[src/rtl/cm0_pkg.sv]
// Shared types and constants for the instruction-fetch slice.
// Holds the fetch FSM state encoding and halfword/word width constants.
package cm0_pkg;

  localparam int HALF_W = 16;
  localparam int WORD_W = 32;

  typedef enum logic {
    IDLE = 1'b0,
    WAIT = 1'b1
  } fetch_state_e;

  // Little-endian halfword pick: hi=0 -> bits [15:0], hi=1 -> bits [31:16].
  function automatic logic [HALF_W-1:0] sel_half(input logic [WORD_W-1:0] word,
                                                 input logic              hi);
    return hi ? word[WORD_W-1:HALF_W] : word[HALF_W-1:0];
  endfunction

endpackage

[src/rtl/fetch_buffer.sv]
// Single-word prefetch buffer: one data word, its word-address tag and a valid bit.
// The tag input is the lookup tag for hit and the stored tag on load.
module fetch_buffer
  import cm0_pkg::*;
(
  input  logic              clk,
  input  logic              rst,
  input  logic              load,
  input  logic              invalidate,
  input  logic [29:0]       tag,
  input  logic [WORD_W-1:0] data,
  input  logic              sel,
  output logic              hit,
  output logic [HALF_W-1:0] halfword
);

  logic [WORD_W-1:0] word_q;
  logic [29:0]       tag_q;
  logic              valid_q;

  always_ff @(posedge clk or posedge rst) begin
    if (rst) begin
      word_q  <= '0;
      tag_q   <= '0;
      valid_q <= 1'b0;
    end else if (invalidate) begin
      valid_q <= 1'b0;
    end else if (load) begin
      word_q  <= data;
      tag_q   <= tag;
      valid_q <= 1'b1;
    end
  end

  assign hit      = valid_q && (tag_q == tag);
  assign halfword = sel_half(word_q, sel);

endmodule

[src/rtl/fetch_unit.sv]
// Thumb instruction fetch unit: IDLE/WAIT FSM, PC tracking and memory read port.
// Define FETCH_PREFETCH_BUFFER_EN to add the one-word buffer and its one-cycle hit path.
module fetch_unit
  import cm0_pkg::*;
#(
  parameter logic [31:0] RESET_PC = 32'h0000_0000
) (
  input  logic              clk,
  input  logic              rst,
  input  logic              cu_fetch,
  input  logic              cu_branch,
  input  logic [31:0]       br_target,
  output logic [HALF_W-1:0] instr,
  output logic              instr_valid,
  output logic [31:0]       instr_pc,
  output logic [31:0]       next_pc,
  output logic              fetch_busy,
  output logic              mem_req,
  output logic [31:0]       mem_addr,
  input  logic              mem_ack,
  input  logic [WORD_W-1:0] mem_rdata,
  output fetch_state_e      dbg_state
);

  // Memory handshake: mem_req rises and stays high with mem_addr frozen until the
  // first cycle mem_ack is seen high; that cycle completes the transfer.

  fetch_state_e      state_q, state_d;
  logic [31:0]       req_addr_q;
  logic              discard_q;
  logic              issue_req;
  logic              hit_fetch;
  logic              deliver;
  logic              buf_hit;
  logic [HALF_W-1:0] buf_half;

  always_ff @(posedge clk or posedge rst) begin
    if (rst) state_q <= IDLE;
    else     state_q <= state_d;
  end

  always_comb begin
    state_d   = state_q;
    issue_req = 1'b0;
    hit_fetch = 1'b0;
    deliver   = 1'b0;
    case (state_q)
      IDLE: begin
        if (cu_fetch) begin
          // A same-cycle branch makes the buffer stale, so it always misses.
          if (cu_branch || !buf_hit) begin
            issue_req = 1'b1;
            state_d   = WAIT;
          end else begin
            hit_fetch = 1'b1;
          end
        end
      end
      WAIT: begin
        if (mem_ack) begin
          state_d = IDLE;
          deliver = !(discard_q || cu_branch);
        end
      end
      default: state_d = IDLE;
    endcase
  end

  always_ff @(posedge clk or posedge rst) begin
    if (rst) begin
      next_pc     <= RESET_PC;
      instr_pc    <= RESET_PC;
      instr       <= '0;
      instr_valid <= 1'b0;
      req_addr_q  <= RESET_PC & ~32'h3;
      discard_q   <= 1'b0;
    end else begin
      instr_valid <= hit_fetch || deliver;
      if (hit_fetch)    instr <= buf_half;
      else if (deliver) instr <= sel_half(mem_rdata, next_pc[1]);
      if (hit_fetch || deliver) instr_pc <= next_pc;
      if (cu_branch)                 next_pc <= br_target & ~32'h1;
      else if (hit_fetch || deliver) next_pc <= next_pc + 32'd2;
      if (issue_req) req_addr_q <= (cu_branch ? br_target : next_pc) & ~32'h3;
      // A redirect during WAIT poisons the in-flight response until its ack.
      discard_q <= (state_q == WAIT) && !mem_ack && (discard_q || cu_branch);
    end
  end

`ifdef FETCH_PREFETCH_BUFFER_EN
  logic [29:0] buf_tag;
  assign buf_tag = deliver ? req_addr_q[31:2] : next_pc[31:2];

  fetch_buffer u_buffer (
    .clk        (clk),
    .rst        (rst),
    .load       (deliver),
    .invalidate (cu_branch),
    .tag        (buf_tag),
    .data       (mem_rdata),
    .sel        (next_pc[1]),
    .hit        (buf_hit),
    .halfword   (buf_half)
  );
`else
  assign buf_hit  = 1'b0;
  assign buf_half = '0;
`endif

  assign mem_req    = (state_q == WAIT);
  assign fetch_busy = (state_q == WAIT);
  assign mem_addr   = req_addr_q;
  assign dbg_state  = state_q;

endmodule
[config.mk]
export PLATFORM = sky130hd
export DESIGN_NAME = fetch_unit
export DESIGN_NICKNAME = d
export VERILOG_FILES = /design/src/rtl/cm0_pkg.sv /design/src/rtl/fetch_buffer.sv /design/src/rtl/fetch_unit.sv
export SDC_FILE = /design/constraint.sdc
export NUM_CORES = 1
export LEC_CHECK = 0
export BUFFER_PORTS_ARGS = -buffer_cell sky130_fd_sc_hd__buf_2
export CAP_MARGIN = 20
export CORE_AREA = 2 2 105 107
export CTS_CLUSTER_DIAMETER = 80
export DETAILED_ROUTE_END_ITERATION = 10
export DIE_AREA = 0 0 107 109
export PLACE_DENSITY = 0.88
export SYNTH_ARGS = -nofsm -noshare
export SYNTH_HDL_FRONTEND = slang
export SYNTH_SLANG_ARGS = --single-unit
[constraint.sdc]
create_clock -name clk -period 5 [get_ports clk]
set_input_delay 1 -clock clk [delete_from_list [all_inputs] [get_ports clk]]
set_output_delay 1 -clock clk [all_outputs]
set_load 0.005 [all_outputs]
# Word-level counts from Yosys, hierarchy flattened
# Index checks and enable logic that the tools add are counted.
# W data, S select, Z words.
[totals] mem_bits_rw=0 in_bits=69 output_inout_bits=116 romBits=0 reg_bits=113 latchBits=0 word_cells=25 memories=0
[op_classes] bitwise_logic=1 magnitude_cmp=0 n_shift=0 div_mod_pow=0 add_sub_neg=1 eq_ne=0 n_mux=10 n_reduce_logical=6 n_mul=0
[ops] cell="$mux W32" n=3
[ops] cell="$add A32 B2 Y32 const B" n=1
[ops] cell="$mux W16" n=1
[ops] cell="$mux W1" n=5
[ops] cell="$logic_and A1 B1 Y1" n=2
[ops] cell="$logic_not A1 Y1" n=2
[ops] cell="$pmux W1 S2" n=1
[ops] cell="$reduce_bool A2 Y1" n=1
[ops] cell="$logic_or A1 B1 Y1" n=1
[ops] cell="$not A1 Y1" n=1

# Logic depth before layout (Yosys ltp)
[logic_depth] depth_word=6 mapped_depth=7 ltp_nobuf=5

# Worst setup path before layout
# Ideal clock, no wire load.
[synth_path] path_type="input-to-reg" start="in cu_branch" end="reg next_pc[29]" slack_ps=2697 setup_ps=111 arrival_time_ps=2192 path_buffers=1 cell_stages=6 t_required_ps=4889 path_cell_list="and4bb_2 -> clkbuf_8 -> nand4_1 -> nor4_4 -> nand4_1 -> a222oi_1"
[synth_via] elab_chain_len=5 elab_cells_between_ends=6 cone_classes="3 x mux; 3 x reduce/logical"
[synth_rtl] item="start, declared" line="fetch_unit.sv:11" text="input logic cu_branch,"
[synth_rtl] item="$logic_or A1 B1 Y1" line="fetch_unit.sv:62" text="deliver = !(discard_q || cu_branch);"
[synth_rtl] item="$logic_not A1 Y1" line="fetch_unit.sv:62"
[synth_rtl] item="$mux W1" line="fetch_unit.sv:60" text="if (mem_ack) begin"
[synth_rtl] item="$mux W1" line="fetch_unit.sv:47" text="case (state_q)"
[synth_rtl] item="$reduce_bool A2 Y1 (no line)"
[synth_rtl] item="end signal, assigned" line="fetch_unit.sv:82" text="if (cu_branch) next_pc <= br_target & ~32'h1;"
[synth_rtl] item="end signal, assigned" line="fetch_unit.sv:83" text="else if (hit_fetch || deliver) next_pc <= next_pc + 32'd2;"
[synth_rtl] item="end, declared" line="fetch_unit.sv:16" text="output logic [31:0] next_pc,"
# Several ways; a longest one is shown, not always the timed one.
# A chain may end at the register's enable or synchronous reset.

# Worst setup path in the final report
[layout_path] start="in cu_branch" end="reg next_pc[26]"
# Same word-level chain as after synthesis.

==> results.yml <==
timing:
  rsz0062_at_grt: "false"
  timing.final.max_slew_violations: 0
  setup_viol: 0
  hold_viol: 0
  fin_hold_ws_ps: 481
  finalWorstSetupSlack_ps: 2060
  fin_crit_ps: 2940
  fmax_mhz: 340
  period_share_pct: 58.9
  setup_tns_ps: 0
  tightestPinTransition_ps: 1020
  clock_skew_ps: 10.2
  relSlewSlack_pct: 31.9
setup_path:
  r2r-end: "next_pc[26]"
  worstPathCellList: "buf_4 > and4bb_4 > nand4_1 > nor4_1 > xor2_1 > mux2_2"
  path_buf_inv: 1
  worstPathArrival_ps: 3210
  crit_required_ps: 5260
  slowest_stage: "and4bb_4"
  r2r_setup_slack_ps: 2370
  criticalPathCategory: "in2reg"
  critPathTopFamily: "simple AND/OR/NAND/NOR gates"
  setup.worst_path.start_class: "input port"
  path_max_fanout: 44
  rr_startpoint: "next_pc[1]"
  r2r_cells: 5
  crit_path_max_incr_delay_ps: 690
  startpoint: "cu_branch"
  end_kind: "register"
status:
  status: "finished clean"
floorplan:
  die_x_um: 107
  pin_count: 185
  rows: 38
  die_area_sq_um: 11700
  design.core.area_sq_um: 10600
  start_util_pct: 49.0
  die_h_um: 109
grt:
  grt_antenna_before_repair: 0
  grt_start_max_net_pins: 84
  grt.overflow.total: 0
  grt_pass1_wl_mm: 19.4
  grtUsageTotal_pct: 21.1
  grt_pass1_vias: 3988
clock_tree:
  clkSinkCount: 111
  postCtsSetupRepairBufs: 0
  cts_tree: "built"
  ctsHoldBuffers: 0
  cts_buffers: 9
  path_clk_slew_ps: 100
  clockRootBuffer: "clkbuf_8"
  max-clock-path-buffers: 2
  htreeDepth: 3
  clk_latency_ps: 370
  cts_resized: 0
drt:
  drc: 0
  post_drt_wl_per_cell_um: 15.8
  vias_per_cell: 5.29
  vias: 4150
  final_antenna_net_count: 0
  drt_wl_total_mm: 12.4
  drt_iter0_drc: 215
  first_pass_iters: 4
power:
  p_per_area_nw_per_um2: 383
  leakage_nw: 3.06
  p_total_w: 0.00244
  vdd_drop_max_uv: 191
place:
  dp_hpwl_mm: 8.58
  dpl_worst_slack_ps: 1650
  io_buffers: 179
  gp_congestion: 0.778
layout:
  antenna_cells: 0
  synthToLayoutAreaGrowth_pct: 22.5
  mostFrequentLayoutCells: "buf_2 (178), dfrtp_1 (111), nand2_1 (60), o21ai_0 (53), mux2i_1 (43)"
  final_common_cell: "buf_2"
  post-route-util_pct: 60.1
  drive_above_1_share_pct: 38.0
  final_nets: 709
logic_synthesis:
  yosysUniqueCellTypes: 41
  synth-compound-area-share_pct: 8.14
  synth.mux.area_fraction_pct: 15.4
  synth.top_cell.area_share_pct: 53.5
  syn_inst: 478
  yosysWarnings: 0
  synth.area.top_cells: "dfrtp_1 (53%), mux2i_1 (8.3%), mux2_2 (7.2%)"
  avgSynthCellArea_sq_um: 10.9
  synth_area_sq_um: 5200
  synth_top_family_by_area: "multiplexers"
  synth_top_area_cell: "dfrtp_1"
  synth_xor_area_share_pct: 4.38
  ys_seq_area_share_pct: 53.5
  synth-edff-count: 0
  ys_ff_latch: 111
  synthSimpleGateAreaFrac_pct: 14.0
  async_reset_ff_share_pct: 100
  synth_adder_area_share_pct: 0.241
  dominantRegCellSynth: "dfrtp_1"
hold_path:
  worstHoldEndpoint: "mem_addr[26]"
  hold_class: "reg2reg"
  holdPathStages: 2
  hold_start: "mem_addr[26]"
job:
  maxCapViolCount: 0
[tightest hold or removal path, cell delays in order (launching register included)]
cell     delay [ps]
dfrtp_1         350
nand2_1          50
o21ai_0          60
[logic make-up (layout without fill, tap and decap cells)]
family / after synthesis / after routing
DFF: 111 / 111
buffers and inverters: 42 / 205
other: 1 / 4
and+or+nand+nor: 142 / 142
AOI/OAI and AO/OA: 79 / 79
xor gates and xnor gates: 26 / 26
muxes: 76 / 76
adders and majority gates: 1 / 1
[report_power, final]
group	switching (W)	total (W)	internal [W]	leakage [nW]
Clock	0.000303	0.000584	0.000281	0.102
Combinational	0.000274	0.000597	0.000322	1.62
Sequential	0.000152	0.00126	0.00111	1.34
Total	0.000729	0.00244	0.00171	3.06
[synthesized netlist by cell type (all sizes together), types with 3 or more instances]
master,n
nand3,9
inv,5
mux2i,43
dfrtp,111
xnor2,14
nor3,9
and4,8
nand4,14
o21ai,54
buf,17
nor2,27
a21oi,17
xor2,12
clkbuf,20
nand2,60
mux2,33
nor2b,3
[flip-flops by register name, summed over array words and instances (netlist names)]
| name | flops |
|---|---|
| dbg_state | 1 |
| instr_pc | 31 |
| next_pc | 31 |
| instr | 16 |
| discard_q | 1 |
| mem_addr | 30 |
| instr_valid | 1 |
[per-stage QoR]
stage	instances	area [sq um]
2_1_floorplan	481	5210
3_3_place_gp	766	6110
3_5_place_dp	766	6110
4_1_cts	782	6320
5_1_grt	784	6370
6_report	784	6370
[metal layers]
layer,track usage (%),vias up,wire [um]
met5,0,-,0
met1,27.6,2025,5430
met3,5.92,16,713
li1,-,1976,-
met2,34.2,133,6000
met4,6.68,0,207
[layout make-up]
class	instances	area [sq um]
clock buffer	10	128
clock inverter	6	85.1
fill	864	4240
inverter	5	21.3
multi-input combinational	328	2210
sequential	111	2780
tap	140	175
timing repair buffer	184	968
[worst max path at each step]
stage,to,slack [ps],depth (start not counted)
global placement,next_pc[26],1690,6
CTS,next_pc[26],2050,6
finish,next_pc[26],2060,6
floorplan,dbg_state,1070,1
global route,next_pc[26],1880,6
detailed placement,next_pc[26],1650,6
(Power assumes the default switching activity.)
